==> src/rtl/baggage_drop_ctrl_if.sv <==
// Handshake bundle between the baggage-drop sequencer and its environment
// (operator controls, belt sensor, display/drop decision block).
interface baggage_drop_ctrl_if;
   logic        cfg_we;
   logic [15:0] cfg_t_lim;
   logic        start;
   logic        abort;
   logic        bag_ready;
   logic        drop_activated;
   logic [15:0] t_act;
   logic [15:0] t_lim;
   logic        drop_en;
   logic        drop_cmd;
   logic        busy;
   logic [1:0]  result;
   logic        result_valid;

   modport master (
      output cfg_we, cfg_t_lim, start, abort, bag_ready, drop_activated,
      input  t_act, t_lim, drop_en, drop_cmd, busy, result, result_valid
   );

   modport slave (
      input  cfg_we, cfg_t_lim, start, abort, bag_ready, drop_activated,
      output t_act, t_lim, drop_en, drop_cmd, busy, result, result_valid
   );
endinterface

==> src/rtl/baggage_drop_ctrl.sv <==
// Baggage-drop station sequencer: times bag placement, requests a drop decision,
// then pulses the actuator or holds the reject verdict before returning to idle.
module baggage_drop_ctrl #(
   parameter int unsigned TICK_DIV    = 1000,
   parameter int unsigned DROP_CYCLES = 8,
   parameter logic [15:0] T_LIM_RESET = 16'd100
) (
   input  logic              clk,
   input  logic              rst_n,
   baggage_drop_ctrl_if.slave bus
);

   localparam int unsigned PW = (TICK_DIV > 1) ? $clog2(TICK_DIV) : 1;
   localparam int unsigned HW = (DROP_CYCLES > 1) ? $clog2(DROP_CYCLES) : 1;

   localparam logic [1:0] ResDrop   = 2'b01;
   localparam logic [1:0] ResReject = 2'b10;
   localparam logic [1:0] ResAbort  = 2'b11;

   typedef enum logic [2:0] {StIdle, StMeasure, StDecide, StDrop, StReject} state_e;

   state_e      state_q, state_d;
   logic [PW-1:0] presc_q, presc_d;
   logic [HW-1:0] hold_q, hold_d;
   logic [15:0] t_act_q, t_act_d;
   logic [15:0] t_lim_q, t_lim_d;
   logic [1:0]  result_q, result_d;
   logic        rv_q, rv_d;
   logic        drop_en_q, drop_en_d;
   logic        drop_cmd_q, drop_cmd_d;
   logic        busy_q, busy_d;
   logic        tick;
   logic        hold_last;

   assign tick      = (presc_q == PW'(TICK_DIV - 1));
   assign hold_last = (hold_q == HW'(DROP_CYCLES - 1));

   always_comb begin
      state_d  = state_q;
      presc_d  = presc_q;
      hold_d   = hold_q;
      t_act_d  = t_act_q;
      t_lim_d  = t_lim_q;
      result_d = result_q;
      rv_d     = 1'b0;

      unique case (state_q)
         StIdle: begin
            if (bus.cfg_we) t_lim_d = bus.cfg_t_lim;
            if (bus.start) begin
               t_act_d = '0;
               presc_d = '0;
               state_d = StMeasure;
            end
         end
         StMeasure: begin
            // The tick is applied even on the cycle the bag arrives
            if (tick) begin
               presc_d = '0;
               if (t_act_q != 16'hFFFF) t_act_d = t_act_q + 16'd1;
            end else begin
               presc_d = presc_q + PW'(1);
            end
            if (bus.abort) begin
               state_d  = StIdle;
               result_d = ResAbort;
               rv_d     = 1'b1;
            end else if (bus.bag_ready) begin
               state_d = StDecide;
            end
         end
         StDecide: begin
            hold_d = '0;
            if (bus.abort) begin
               state_d  = StIdle;
               result_d = ResAbort;
               rv_d     = 1'b1;
            end else if (bus.drop_activated) begin
               state_d = StDrop;
            end else begin
               state_d = StReject;
            end
         end
         StDrop, StReject: begin
            if (hold_last) begin
               state_d  = StIdle;
               result_d = (state_q == StDrop) ? ResDrop : ResReject;
               rv_d     = 1'b1;
            end else begin
               hold_d = hold_q + HW'(1);
            end
         end
         default: state_d = StIdle;
      endcase

      busy_d     = (state_d != StIdle);
      drop_en_d  = (state_d == StDecide) || (state_d == StDrop) || (state_d == StReject);
      drop_cmd_d = (state_d == StDrop);
   end

   always_ff @(posedge clk or negedge rst_n) begin
      if (!rst_n) begin
         state_q    <= StIdle;
         presc_q    <= '0;
         hold_q     <= '0;
         t_act_q    <= '0;
         t_lim_q    <= T_LIM_RESET;
         result_q   <= 2'b00;
         rv_q       <= 1'b0;
         drop_en_q  <= 1'b0;
         drop_cmd_q <= 1'b0;
         busy_q     <= 1'b0;
      end else begin
         state_q    <= state_d;
         presc_q    <= presc_d;
         hold_q     <= hold_d;
         t_act_q    <= t_act_d;
         t_lim_q    <= t_lim_d;
         result_q   <= result_d;
         rv_q       <= rv_d;
         drop_en_q  <= drop_en_d;
         drop_cmd_q <= drop_cmd_d;
         busy_q     <= busy_d;
      end
   end

   assign bus.t_act        = t_act_q;
   assign bus.t_lim        = t_lim_q;
   assign bus.result       = result_q;
   assign bus.result_valid = rv_q;
   assign bus.drop_en      = drop_en_q;
   assign bus.drop_cmd     = drop_cmd_q;
   assign bus.busy         = busy_q;

endmodule

==> src/flat_wrapper.sv <==
// flat-port wrapper written by rule: the top's interface ports become plain ports
module baggage_drop_ctrl_flat 
#(
   parameter int unsigned TICK_DIV    = 1000,
   parameter int unsigned DROP_CYCLES = 8,
   parameter logic [15:0] T_LIM_RESET = 16'd100
)
  (clk, rst_n, bus_cfg_we, bus_cfg_t_lim, bus_start, bus_abort, bus_bag_ready, bus_drop_activated, bus_t_act, bus_t_lim, bus_drop_en, bus_drop_cmd, bus_busy, bus_result, bus_result_valid);
  baggage_drop_ctrl_if bus_i ();
  input  logic clk;
  input  logic rst_n;
  input wire logic [$bits(bus_i.cfg_we)-1:0] bus_cfg_we;
  input wire logic [$bits(bus_i.cfg_t_lim)-1:0] bus_cfg_t_lim;
  input wire logic [$bits(bus_i.start)-1:0] bus_start;
  input wire logic [$bits(bus_i.abort)-1:0] bus_abort;
  input wire logic [$bits(bus_i.bag_ready)-1:0] bus_bag_ready;
  input wire logic [$bits(bus_i.drop_activated)-1:0] bus_drop_activated;
  output wire logic [$bits(bus_i.t_act)-1:0] bus_t_act;
  output wire logic [$bits(bus_i.t_lim)-1:0] bus_t_lim;
  output wire logic [$bits(bus_i.drop_en)-1:0] bus_drop_en;
  output wire logic [$bits(bus_i.drop_cmd)-1:0] bus_drop_cmd;
  output wire logic [$bits(bus_i.busy)-1:0] bus_busy;
  output wire logic [$bits(bus_i.result)-1:0] bus_result;
  output wire logic [$bits(bus_i.result_valid)-1:0] bus_result_valid;
  assign bus_i.cfg_we = bus_cfg_we;
  assign bus_i.cfg_t_lim = bus_cfg_t_lim;
  assign bus_i.start = bus_start;
  assign bus_i.abort = bus_abort;
  assign bus_i.bag_ready = bus_bag_ready;
  assign bus_i.drop_activated = bus_drop_activated;
  assign bus_t_act = bus_i.t_act;
  assign bus_t_lim = bus_i.t_lim;
  assign bus_drop_en = bus_i.drop_en;
  assign bus_drop_cmd = bus_i.drop_cmd;
  assign bus_busy = bus_i.busy;
  assign bus_result = bus_i.result;
  assign bus_result_valid = bus_i.result_valid;
  baggage_drop_ctrl #(.TICK_DIV(TICK_DIV), .DROP_CYCLES(DROP_CYCLES), .T_LIM_RESET(T_LIM_RESET)) u_core (.clk(clk), .rst_n(rst_n), .bus(bus_i));
endmodule
==> config.mk <==
export PLATFORM = sky130hd
export DESIGN_NAME = baggage_drop_ctrl_flat
export DESIGN_NICKNAME = d
export VERILOG_FILES = /design/src/rtl/baggage_drop_ctrl_if.sv /design/src/rtl/baggage_drop_ctrl.sv /design/src/flat_wrapper.sv
export SDC_FILE = /design/constraint.sdc
export NUM_CORES = 1
export LEC_CHECK = 0
export BUFFER_PORTS_ARGS = -buffer_cell sky130_fd_sc_hd__buf_2
export CORE_UTILIZATION = 58
export CTS_CLUSTER_DIAMETER = 120
export DETAILED_ROUTE_END_ITERATION = 7
export PLACE_DENSITY_LB_ADDON = 0.08
export SLEW_MARGIN = 20
export SYNTH_ARGS = -nofsm -noshare
export SYNTH_HDL_FRONTEND = slang
export SYNTH_SLANG_ARGS = --single-unit
==> constraint.sdc <==
create_clock -name clk -period 3.1 [get_ports clk]
set_clock_uncertainty 0.05 [all_clocks]
set_input_delay 0.31 -clock clk [delete_from_list [all_inputs] [get_ports clk]]
set_output_delay 0.31 -clock clk [all_outputs]
set_load 0.01 [all_outputs]
==> flow_summary.yaml <==
worst_setup_path:
  end_kind: "register"
  critPathKind: "register to register"
  cp.required_ns: 3.27
  start_kind: "register"
  critPathMaxFanout: 13
  timing.rr.end: "u_core.bus.t_act[11]"
  reg2reg_slack_ns: 0.50
  critical_path_arrival_ns: 2.77
  rr_startpoint: "u_core.bus.t_act[1]"
  ff2ff_path_depth: 5
final_layout:
  drive_gt1_share_pct: 31.8
  fillers: 322
  stdcell_count: 373
  nets: 347
  num_antenna_cells: 0
  post-route-cell-area_um2: 3220
  areaGrowthSynthToFinish_pct: 16.7
timing:
  setup_tns_ns: 0
  hold_violations: 0
  setup_viol_count_final: 0
  slew_viol_final: 0
  slew_headroom_pct: 59.7
  rsz0062_at_grt: "false"
  fin_crit_sh_pct: 83.8
  max_clock_freq_ghz: 0.385
  fin_crit_ns: 2.60
  tightest_slew_ns: 0.601
synthesis:
  ys_seq_area_share_pct: 49.1
  synth_edf_count: 0
  synthCells: 260
  ys.warnings.count: 0
  synth-seq-cells: 54
  synthArstFlopShare_pct: 100
  yosysUniqueCellTypes: 53
  synth_ff_type: "dfrtp_1"
  synth.net_count: 287
  avgSynthCellArea_um2: 10.6
  syn_area_um2: 2760
clocking:
  ctsRootBufferMaster: "clkbuf_8"
  numCtsBuffers: 5
  clock_sinks: 54
  htreeDepth: 2
  cts_tree: "built"
  post_cts_buffers: 0
  clk_pin_slew_ns: 0.09
  clock_latency_ns: 0.30
  cts_buffer_depth: 2
global_routing:
  antenna_found_initial: 0
  first_global_vias: 2225
  grt_max_degree: 31
  track_usage_pct: 24.4
  grt_pass1_wl_mm: 9.80
  grt_remaining_overflow: 0
placement:
  dp_cells: 364
  placed_area_um2: 3100
  port_buffers: 60
  dp_hpwl_mm: 4.08
  place_congestion: 0.790
drt:
  drc: 6
  routed-wl-met3_um: 294
  num_vias: 2275
  vias_per_cell: 6.10
  ant_nets: 0
  routedWlPerCell_um: 15.3
  routed.top_layer: "met4"
  dr.pass1.iters: 7
  wl_met2_mm: 2.85
  wl_mm: 5.72
  wl_met1_mm: 2.53
  first_iter_violations: 130
run_status:
  violations: "design-rule violations"
  outcome: "finished, violations left"
floorplanning:
  die_w_um: 71.0
  core_um2: 4470
  rows: 24
  die_y_um: 71.0
  start_util_pct: 61.7
  io-pin-count: 61
  dieArea_um2: 5040
min_path:
  min_from: "bus_cfg_t_lim[6]"
  whs_endpoint: "u_core.bus.t_lim[6]"
  min_path_cells: 2
  hp-class: "primary input to register"
power:
  peakVddDrop_v: 0.000524
  power_leakage_nw: 1.51
  powerDensity_nw_per_um2: 840
flow_run:
  max_cap_viol_count: 0
## critical path: stages, from the launching register on
cell	delay (ns)
dfrtp_1	0.43
ha_1	0.24
nand3_1	0.16
or4_1	0.79
o311ai_4	0.61
a2bb2oi_1	0.25
## worst max path at each step
stage               cells past startpoint                 from  slack, ns                   end
floorplan                               7  u_core.bus.t_act[0]       0.93  u_core.bus.t_act[12]
global placement                        5  u_core.bus.t_act[0]       0.69   u_core.bus.t_act[5]
detailed placement                      5  u_core.bus.t_act[1]       0.57  u_core.bus.t_act[11]
CTS                                     5  u_core.bus.t_act[1]       0.53  u_core.bus.t_act[11]
global route                            5  u_core.bus.t_act[1]       0.40  u_core.bus.t_act[11]
finish                                  5  u_core.bus.t_act[1]       0.50  u_core.bus.t_act[11]
## cell usage after synthesis (all sizes together), types with 3 or more instances
| cell type | count | area [um^2] |
|---|---|---|
| dfrtp | 51 | 1280 |
| nand2 | 18 | 67.6 |
| o21ai | 18 | 90.1 |
| mux2 | 17 | 191 |
| nor2 | 13 | 48.8 |
| a21oi | 10 | 50.1 |
| and3 | 9 | 56.3 |
| inv | 9 | 33.8 |
| nand3 | 9 | 50.1 |
| nor3 | 7 | 35.0 |
| a31oi | 6 | 37.5 |
| buf | 6 | 32.5 |
| clkbuf | 6 | 22.5 |
| nor2b | 5 | 31.3 |
| a221o | 4 | 40.0 |
| ha | 4 | 50.1 |
| mux2i | 4 | 40.0 |
| nand4 | 4 | 25.0 |
| nor4 | 4 | 31.3 |
| o211ai | 4 | 30.0 |
| a211o | 3 | 26.3 |
| a22oi | 3 | 22.5 |
| dfstp | 3 | 78.8 |
| nand2b | 3 | 18.8 |
| nor3b | 3 | 22.5 |
| o211a | 3 | 30.0 |
| or2 | 3 | 18.8 |
| or3 | 3 | 18.8 |
## metrics by stage
stage	hold WS [ns]	setup WS, ns	power, mW	utilization [%]
6_report	0.182	0.502	2.70	72.0
5_1_grt	0.168	0.402	2.88	72.0
4_1_cts	0.173	0.534	2.73	72.0
3_5_place_dp	0.279	0.572	2.26	69.3
3_3_place_gp	0.277	0.691	2.22	69.3
2_1_floorplan	-0.0356	0.933	1.89	-
## layout make-up
cell class | count | area [um^2] | area share [%]
Clock buffer | 6 | 72.6 | 2.25
Clock inverter | 2 | 37.5 | 1.17
Inverter | 9 | 33.8 | 1.05
Multi-Input combinational cell | 185 | 1320 | 40.8
Sequential cell | 54 | 1360 | 42.1
Tap cell | 52 | 65.1 | 2.02
Timing Repair Buffer | 65 | 340 | 10.6
## metal layers
metal  global-route usage, %  up-vias
met1                    30.3     1102
li1                        -     1103
met3                    4.99        6
met2                    43.3       64
met4                    6.89        0
met5                       0        -
## cells in the final DEF (no fill, tap or decap), types with 3 or more instances in the layout
master	instances
o21ai_0	17
o211a_1	3
ha_1	4
dfstp_2	3
nor3b_1	3
mux2i_1	4
inv_1	9
a21oi_1	10
nand3_1	8
dfrtp_1	51
a221o_1	4
or2_2	3
and3_1	9
a22oi_1	3
clkbuf_8	5
o211ai_1	4
buf_2	60
mux2_2	17
nor2_1	13
a211o_1	3
buf_4	4
nor3_1	7
a31oi_1	6
nand4_1	4
or3_1	3
nand2_1	18
nor2b_1	5
nand2b_1	3
nor4_1	3
## power by group
part           switching, mW  internal (mW)
Clock                  0.221          0.241
Sequential             0.204          0.940
Combinational          0.601          0.497
## cells by family after synthesis
family                     after synthesis  share of synthesized area, %
and+or+nand+nor                         89                          18.0
AOI/OAI and AO/OA                       70                          19.1
DFF                                     54                          49.1
buffers and inverters                   21                          3.22
muxes                                   21                          8.39
adders and majority gates                4                          1.81
xor gates and xnor gates                 1                         0.318
## what timing repair did
item,CTS,global route
gates resized for setup,0,0
hold buffers,1,0
hold endpoints to repair,24,0
## sequential cells by signal, indices dropped and copies added (netlist names)
register,cells
u_core.bus.busy,1
u_core.bus.drop_en,1
u_core.hold_q,3
u_core.bus.result,2
u_core.presc_q,10
u_core.bus.t_lim,16
u_core.bus.result_valid,1
u_core.state_q,3
u_core.bus.t_act,16
u_core.bus.drop_cmd,1
Note: power is estimated with default switching activity, not from simulation.
